**src/rtl/mem_demux_router_if.sv**
```systemverilog
// Source/consumer bundle of the memory data demultiplexer.
// drop_cnt exists only when DEMUX_DROP_CNT_EN is defined.
interface mem_demux_router_if #(
  parameter int unsigned DATA_W = 16,
  parameter int unsigned N_OUT  = 3,
  parameter int unsigned SEL_W  = 2
);
  logic                    in_valid;
  logic                    in_ready;
  logic [DATA_W-1:0]       in_data;
  logic [SEL_W-1:0]        in_sel;
  logic [N_OUT-1:0]        out_valid;
  logic [N_OUT-1:0]        out_ready;
  logic [N_OUT*DATA_W-1:0] out_data;
  logic                    err_sel;
  logic                    err_clr;
`ifdef DEMUX_DROP_CNT_EN
  logic [7:0]              drop_cnt;
`endif

  // Router side.
  modport slave (
    input  in_valid, in_data, in_sel, out_ready, err_clr,
    output in_ready, out_valid, out_data, err_sel
`ifdef DEMUX_DROP_CNT_EN
    , output drop_cnt
`endif
  );

  // Source and consumers side.
  modport master (
    output in_valid, in_data, in_sel, out_ready, err_clr,
    input  in_ready, out_valid, out_data, err_sel
`ifdef DEMUX_DROP_CNT_EN
    , input drop_cnt
`endif
  );
endinterface

```
**src/rtl/mem_demux_router.sv**
```systemverilog
// Registered 1-to-N memory data demultiplexer with one-word holding register
// per channel. Optional saturating drop counter under DEMUX_DROP_CNT_EN.
module mem_demux_chan #(
  parameter int unsigned DATA_W = 16
) (
  input  logic              clk,
  input  logic              rst_n,
  input  logic              push_i,
  input  logic              pop_i,
  input  logic [DATA_W-1:0] data_i,
  output logic              vld_o,
  output logic [DATA_W-1:0] data_o
);
  logic              vld_q, vld_d;
  logic [DATA_W-1:0] data_q, data_d;

  // Push beats pop so a word arriving as the old one leaves causes no bubble.
  always_comb begin
    vld_d  = vld_q;
    data_d = data_q;
    if (push_i) begin
      vld_d  = 1'b1;
      data_d = data_i;
    end else if (vld_q && pop_i) begin
      vld_d  = 1'b0;
    end
  end

  always_ff @(posedge clk or negedge rst_n) begin
    if (!rst_n) begin
      vld_q  <= 1'b0;
      data_q <= '0;
    end else begin
      vld_q  <= vld_d;
      data_q <= data_d;
    end
  end

  assign vld_o  = vld_q;
  assign data_o = data_q;
endmodule

module mem_demux_router #(
  parameter int unsigned DATA_W = 16,
  parameter int unsigned N_OUT  = 3,
  parameter int unsigned SEL_W  = 2
) (
  input  logic               clk,
  input  logic               rst_n,
  mem_demux_router_if.slave  bus
);
  logic [N_OUT-1:0]             vld;
  logic [N_OUT-1:0][DATA_W-1:0] data_pk;
  logic [N_OUT-1:0]             sel_oh;
  logic [N_OUT-1:0]             push;
  logic                         sel_hit;
  logic                         rdy;
  logic                         accept;
  logic                         drop;
  logic                         err_q, err_d;

  // Out-of-range selects are always ready so the source never stalls on them.
  always_comb begin
    sel_oh  = '0;
    sel_hit = 1'b0;
    rdy     = 1'b1;
    for (int k = 0; k < N_OUT; k++) begin
      if (bus.in_sel == SEL_W'(k)) begin
        sel_oh[k] = 1'b1;
        sel_hit   = 1'b1;
        rdy       = !vld[k] || bus.out_ready[k];
      end
    end
  end

  assign accept = bus.in_valid && rdy;
  assign drop   = accept && !sel_hit;
  assign push   = accept ? sel_oh : '0;

  genvar g;
  generate
    for (g = 0; g < N_OUT; g++) begin : g_chan
      mem_demux_chan #(.DATA_W(DATA_W)) u_chan (
        .clk    (clk),
        .rst_n  (rst_n),
        .push_i (push[g]),
        .pop_i  (bus.out_ready[g]),
        .data_i (bus.in_data),
        .vld_o  (vld[g]),
        .data_o (data_pk[g])
      );
    end
  endgenerate

  // Set wins over clear so a drop coinciding with err_clr is never lost.
  always_comb begin
    err_d = err_q;
    if (drop)             err_d = 1'b1;
    else if (bus.err_clr) err_d = 1'b0;
  end

  always_ff @(posedge clk or negedge rst_n) begin
    if (!rst_n) err_q <= 1'b0;
    else        err_q <= err_d;
  end

`ifdef DEMUX_DROP_CNT_EN
  logic [7:0] cnt_q, cnt_d;

  // A drop on the clearing edge restarts the count at one.
  always_comb begin
    cnt_d = cnt_q;
    if (drop) begin
      if (bus.err_clr)          cnt_d = 8'd1;
      else if (cnt_q != 8'hFF)  cnt_d = cnt_q + 8'd1;
    end else if (bus.err_clr) begin
      cnt_d = 8'd0;
    end
  end

  always_ff @(posedge clk or negedge rst_n) begin
    if (!rst_n) cnt_q <= 8'd0;
    else        cnt_q <= cnt_d;
  end

  assign bus.drop_cnt = cnt_q;
`endif

  assign bus.in_ready  = rdy;
  assign bus.out_valid = vld;
  assign bus.out_data  = data_pk;
  assign bus.err_sel   = err_q;
endmodule

```
**src/flat_wrapper.sv**
```systemverilog
// flat-port wrapper written by rule: the top's interface ports become plain ports
module mem_demux_router_flat 
#(
  parameter int unsigned DATA_W = 16,
  parameter int unsigned N_OUT  = 3,
  parameter int unsigned SEL_W  = 2
)
  (clk, rst_n, bus_in_valid, bus_in_data, bus_in_sel, bus_out_ready, bus_err_clr, bus_in_ready, bus_out_valid, bus_out_data, bus_err_sel);
  mem_demux_router_if #(.DATA_W(DATA_W), .N_OUT(N_OUT), .SEL_W(SEL_W)) bus_i ();
  input  logic clk;
  input  logic rst_n;
  input wire logic [$bits(bus_i.in_valid)-1:0] bus_in_valid;
  input wire logic [$bits(bus_i.in_data)-1:0] bus_in_data;
  input wire logic [$bits(bus_i.in_sel)-1:0] bus_in_sel;
  input wire logic [$bits(bus_i.out_ready)-1:0] bus_out_ready;
  input wire logic [$bits(bus_i.err_clr)-1:0] bus_err_clr;
  output wire logic [$bits(bus_i.in_ready)-1:0] bus_in_ready;
  output wire logic [$bits(bus_i.out_valid)-1:0] bus_out_valid;
  output wire logic [$bits(bus_i.out_data)-1:0] bus_out_data;
  output wire logic [$bits(bus_i.err_sel)-1:0] bus_err_sel;
  assign bus_i.in_valid = bus_in_valid;
  assign bus_i.in_data = bus_in_data;
  assign bus_i.in_sel = bus_in_sel;
  assign bus_i.out_ready = bus_out_ready;
  assign bus_i.err_clr = bus_err_clr;
  assign bus_in_ready = bus_i.in_ready;
  assign bus_out_valid = bus_i.out_valid;
  assign bus_out_data = bus_i.out_data;
  assign bus_err_sel = bus_i.err_sel;
  mem_demux_router #(.DATA_W(DATA_W), .N_OUT(N_OUT), .SEL_W(SEL_W)) u_core (.clk(clk), .rst_n(rst_n), .bus(bus_i));
endmodule
```
**config.mk**
```make
export PLATFORM = sky130hd
export DESIGN_NAME = mem_demux_router_flat
export DESIGN_NICKNAME = d
export VERILOG_FILES = /design/src/rtl/mem_demux_router_if.sv /design/src/rtl/mem_demux_router.sv /design/src/flat_wrapper.sv
export SDC_FILE = /design/constraint.sdc
export NUM_CORES = 1
export LEC_CHECK = 0
export ABC_AREA = 1
export BUFFER_PORTS_ARGS = -buffer_cell sky130_fd_sc_hd__buf_2
export CORE_MARGIN = 1
export CORE_UTILIZATION = 45
export CTS_CLUSTER_DIAMETER = 80
export DETAILED_ROUTE_END_ITERATION = 6
export PLACE_DENSITY = 0.73
export RECOVER_POWER = 25
export SKIP_CTS_REPAIR_TIMING = 1
export SYNTH_ARGS = -nofsm -noshare
export SYNTH_HDL_FRONTEND = slang
export SYNTH_SLANG_ARGS = --single-unit
```
**constraint.sdc**
```tcl
create_clock -name clk -period 1.6 [get_ports clk]
set_clock_uncertainty 0.1 [all_clocks]
set_input_delay 0.32 -clock clk [delete_from_list [all_inputs] [get_ports clk]]
set_output_delay 0.32 -clock clk [all_outputs]
set_load 0.01 [all_outputs]
```
=== Yosys cells after proc, flatten, opt, wreduce, memory -nomap -nowiden ===
Cells that the tools add are included.

* Register bits: 52
* Bits in latches: 0
* Bits in writable memories: 0
* Bits in read-only memories: 0
* Input port bits: 25
* Output and inout port bits: 53
* Logic and storage cells: 43
* Memories kept: 0

* Add/sub/neg operators: 0
* $mul: 0
* Div/mod/pow operators: 0
* Magnitude comparators: 0
* Eq/ne operators: 2
* Shifts and indexed selects: 0
* Muxes and demuxes: 17
* Bitwise operators: 0
* Reductions and logical operators: 17

{| class="wikitable"
|+ Operators by type and width
! kind !! count
|-
| 1-bit 2-to-1 mux || 16
|-
| 2-bit nonzero test || 4
|-
| 1-bit logical AND || 5
|-
| 1-bit logical NOT || 4
|-
| 1-bit logical OR || 3
|-
| 3-bit 2-to-1 mux || 1
|-
| 2-bit by 1-bit equality test with 1-bit output (second input constant) || 1
|-
| 2-bit equality test (second input constant) || 1
|-
| 2-bit logical NOT || 1
|}

=== Longest topological paths before layout ===
* Word-level depth: 8
* Mapped depth: 9
* Depth with buffers taken out: 8

=== Hierarchy ===
A second synthesis with hierarchy kept.

* Cell total of the unflattened synthesis: 244
* Area, all modules: 2,159.6 sq um

{| class="wikitable"
|+ By module, submodules not included
! module !! instances !! cells an instance !! area each (sq um)
|-
| mem_demux_chan || 3 || 72 || 675.6
|-
| mem_demux_router || 1 || 28 || 132.6
|}

=== Least setup slack after synthesis ===
Ideal clock, no wire load.

* Path type: input-to-output
* Start: input port bus_in_sel[1]
* End: output port bus_in_ready
* Arrival time: 1.061 ns
* Required time: 1.180 ns
* Slack: 0.119 ns
* Stages on the path: 5
* Buffers on the path: 1
* Path through: nor2_2 nand2_1 nand2_2 nor2_8 buf_4

* Cells in the longest elaborated chain, start to end: 4
* Elaborated cells between the ends (all ways): 6
* Classes of those cells: eq/ne: 2; mux: 3; reduce/logical: 1

{| class="wikitable"
|+ Ends and longest elaborated chain
! element !! RTL line !! RTL
|-
| start: declaration || flat_wrapper.sv:14 || <nowiki>input wire logic [$bits(bus_i.in_sel)-1:0] bus_in_sel;</nowiki>
|-
| 2-bit logical NOT || mem_demux_router.sv:68 || <nowiki>if (bus.in_sel == SEL_W'(k)) begin</nowiki>
|-
| 1-bit 2-to-1 mux (2 in a row) || mem_demux_router.sv:68 ||
|-
| 1-bit 2-to-1 mux * || mem_demux_router.sv:68 ||
|-
| end: declaration || flat_wrapper.sv:17 || <nowiki>output wire logic [$bits(bus_i.in_ready)-1:0] bus_in_ready;</nowiki>
|}

Every way passes the cells marked *; elsewhere a longest branch is shown, timed or not.

=== Worst setup path in the final report ===
* Start: register u_core.g_chan[0].u_chan.vld_q
* End: output port bus_in_ready

* Cells in the longest elaborated chain, start to end: 5

{| class="wikitable"
|+ Ends and longest elaborated chain
! element !! RTL line !! RTL
|-
| start: declaration || mem_demux_router.sv:14 || <nowiki>logic vld_q, vld_d;</nowiki>
|-
| start signal: assignment || mem_demux_router.sv:34 || <nowiki>vld_q <= vld_d;</nowiki>
|-
| 1-bit logical NOT || mem_demux_router.sv:71 || <nowiki>rdy = !vld[k] || bus.out_ready[k];</nowiki>
|-
| 1-bit logical OR || mem_demux_router.sv:71 ||
|-
| 1-bit 2-to-1 mux (3 in a row) || mem_demux_router.sv:68 ||
|}

Every way passes these cells.

==> metrics.txt <==
ratio of cells with drive above 1 in the final layout=33.2%; setup TNS=0 ns; pin count of the biggest net entering global routing=53; most used flip-flop cell after synthesis=sky130_fd_sc_hd__dfrtp_1; portion of the post-synthesis area used by sequential elements=57.5%; post-route ant nets=0; total clock buffers created by CTS=5; CORE AREA=between 0.004 and 0.005 sq mm; drt drc=0; die boundary height=~73 um; outcome=finished clean; total of warnings raised by yosys=0; max-cap viol count=0; Cell variety after synth=16; cell area after layout=0.00281 sq mm; via count=1979; CP startpoint kind=flop; max incr delay on CP=0.39 ns; average vias per placed instance=5.13; RSZ-0062 raised after global routing=true; number of hold violations in the final report=0; Starting DRT DRC Count=125; final HPWL from detailed placement=between 3000 and 4000 um; later-pin clock latency in the skew report=0.30 ns; TritonCTS sink count=52; gr usage total=21.9%; type of the tightest min-delay check=primary input to flop; number of standard cells after synthesis=~240; Compound-Gate Fraction of Synth Area=0.442%; number of synthesized register bits=52; antenna violations before repair=0; synthesized netlist net count=~270; period utilization=between 90% and 100%; number of H-tree branching levels=2; static power due to leakage=1.57 nW; master of the slowest instance on the critical path=sky130_fd_sc_hd__dfrtp_1; Die Width=roughly 73 um; XOR/XNOR share of the synthesized area=0%; Top-Level Pins=78; areal power density over the cells=1150 mW/mm^2; fill count=around 450; Slew HR=between 50% and 60%; final antenna diode count=0; Total Routed Length=5410 um; Worst Setup End Kind=output pin; main combinational cell family by area after synthesis=simple AND/OR/NAND/NOR gates; most common cell after layout, fill and taps aside=sky130_fd_sc_hd__nand2_1; Initial Util=47.3%; minimum period implied by the final worst setup slack=about 1.6 ns; synthesis-to-layout area growth=23.9%; R2R setup slack=0.07 ns; slew of the pin with the lowest slew margin=0.702 ns; DP Area=0.00269 sq mm; CP Class=flop to output pin; data required time at the worst endpoint=1.18 ns; count of flip-flops with a built-in enable after synthesis=0; first-pass GRT wire length=8790 um; maximum frequency from static timing analysis=628 MHz; Buf/Inv on CP=2; average size of a mapped cell=9.36 sq um; number of search-and-repair iterations in the first detailed-routing pass=5; termination of the worst setup path=bus_in_ready; endpoint of the most critical register-to-register path=u_core.g_chan[2].u_chan.data_o[15]$_DFFE_PN0P_; Setup-failing EPs final=0; count of buffers from port buffering=77; number of global-route vias before repair=roughly 1800; area enclosed by the die boundary=approximately 0.0053 sq mm; top cell family by delay on the critical path=flip-flops; clock slew at the register clock pins of the worst setup and hold paths=approximately 0.080 ns; combined area of all synthesized cells=0.00226 sq mm; GR Overflow Total=0; commonest cells after routing, fill and taps aside=103 x sky130_fd_sc_hd__nand2_1, 76 x sky130_fd_sc_hd__buf_2, 52 x sky130_fd_sc_hd__dfrtp_1; launch point of the critical path=u_core.g_chan[0].u_chan.vld_o$_DFFE_PN0P_; number of buffers on the longest clock path=2; area share of fa/ha/maj cells after synthesis=0%; multiplexer area fraction after synthesis=0%; clock root buffer master=sky130_fd_sc_hd__clkbuf_8; cell-by-cell listing of the critical path=inv_2 -> nor2_1 -> nand2_1 -> nand2_2 -> nor2_8 -> buf_6; R2R cell count=9; routed length per placed instance=14.0 um; Async S/R FF share, synth=100%; post-synthesis simple-gate area fraction=35.4%; data arrival time at the worst-slack endpoint=1.17 ns; GP Congestion=0.773; Crit path depth=6; standard-cell rows=25; number of pins with negative max-slew slack in the final report=0; final net count=around 340; Worst IR Drop VDD=0.000613 V; r2r startpoint=u_core.g_chan[0].u_chan.vld_o$_DFFE_PN0P_; CTS tree=built; peak fanout along the critical path=3
[worst min path at each step]
stage	startpoint	end	slack, ns	depth (start not counted)
2_1_floorplan	rst_n	u_core.bus.err_sel$_DFFE_PN0P_	-0.08	0
3_3_place_gp	rst_n	u_core.g_chan[1].u_chan.data_o[1]$_DFFE_PN0P_	0.23	2
3_5_place_dp	rst_n	u_core.g_chan[1].u_chan.data_o[1]$_DFFE_PN0P_	0.23	2
4_1_cts	rst_n	u_core.g_chan[1].u_chan.data_o[12]$_DFFE_PN0P_	-0.11	2
5_1_grt	bus_out_ready[0]	u_core.g_chan[0].u_chan.vld_o$_DFFE_PN0P_	0.12	2
6_report	bus_out_ready[0]	u_core.g_chan[0].u_chan.vld_o$_DFFE_PN0P_	0.13	2
[synth_stat cells, types with 2 or more instances]
library cell / instances / area, sq um
sky130_fd_sc_hd__nand2_1: 103 / 387
sky130_fd_sc_hd__buf_4: 8 / 60.1
sky130_fd_sc_hd__buf_6: 3 / 33.8
sky130_fd_sc_hd__clkbuf_1: 7 / 26.3
sky130_fd_sc_hd__nand4_1: 49 / 307
sky130_fd_sc_hd__nand3_4: 3 / 52.6
sky130_fd_sc_hd__o21ai_0: 2 / 10.0
sky130_fd_sc_hd__inv_1: 5 / 18.8
sky130_fd_sc_hd__dfrtp_1: 52 / 1300
sky130_fd_sc_hd__nor2_1: 3 / 11.3
sky130_fd_sc_hd__buf_2: 2 / 10.0
[per-layer routing]
metal / part of all wire, % / GRT usage [%] / wire, um
met5: 0 / 0 / 0
met4: 1.2 / 6.97 / 66
met3: 6.6 / 4.97 / 359
met2: 44 / 32.1 / 2410
met1: 48 / 32.3 / 2580
[power breakdown]
group,switching (mW),leakage (nW),internal (mW)
registers,0.128,0.651,1.55
logic,0.461,0.871,0.308
clock network,0.422,0.0445,0.352
[cells by family after synthesis]
logic type | count (synthesis)
compound gates | 2
flops | 52
simple gates | 162
buf+inv | 26
[worst register-to-register path: stages, from the launching register on]
cell                      delay, ns
sky130_fd_sc_hd__dfrtp_1       0.39
sky130_fd_sc_hd__inv_2         0.06
sky130_fd_sc_hd__nor2_1        0.04
sky130_fd_sc_hd__nand2_1       0.06
sky130_fd_sc_hd__nand2_2       0.08
sky130_fd_sc_hd__nor2_8        0.13
sky130_fd_sc_hd__buf_4         0.18
sky130_fd_sc_hd__nand3_4       0.21
sky130_fd_sc_hd__nand2_1       0.13
sky130_fd_sc_hd__nand2_1       0.06
[sequential cells by signal (all words and copies together) (netlist names)]
name                         cells
u_core.bus.err_sel               1
u_core.g_chan.u_chan.vld_o       3
u_core.g_chan.u_chan.data_o     48
[final cells by class]
cell class / count / area, sq um / share of cell area, %
flip-flops and latches: 52 / 1300 / 46.4
clock buffers: 7 / 86.3 / 3.08
multi-input cells: 164 / 816 / 29.1
clock inverters: 1 / 7.51 / 0.268
inverters: 6 / 22.5 / 0.803
repair buffers: 89 / 488 / 17.4
well taps: 67 / 83.8 / 2.99
[per-stage QoR]
stage	setup slack, ns	std cells	power (mW)	hold slack [ns]	utilization (%)
after floorplan	0.119	242	2.09	-0.0756	-
after global placement	-0.0156	376	2.45	0.230	56.2
after detailed placement	-0.0288	376	2.47	0.231	56.2
after CTS	-0.140	384	3.25	-0.106	58.2
after global routing	-0.0742	386	3.43	0.117	58.6
final	0.00745	386	3.22	0.130	58.6
No activity file was read; power rests on OpenSTA's default activity.
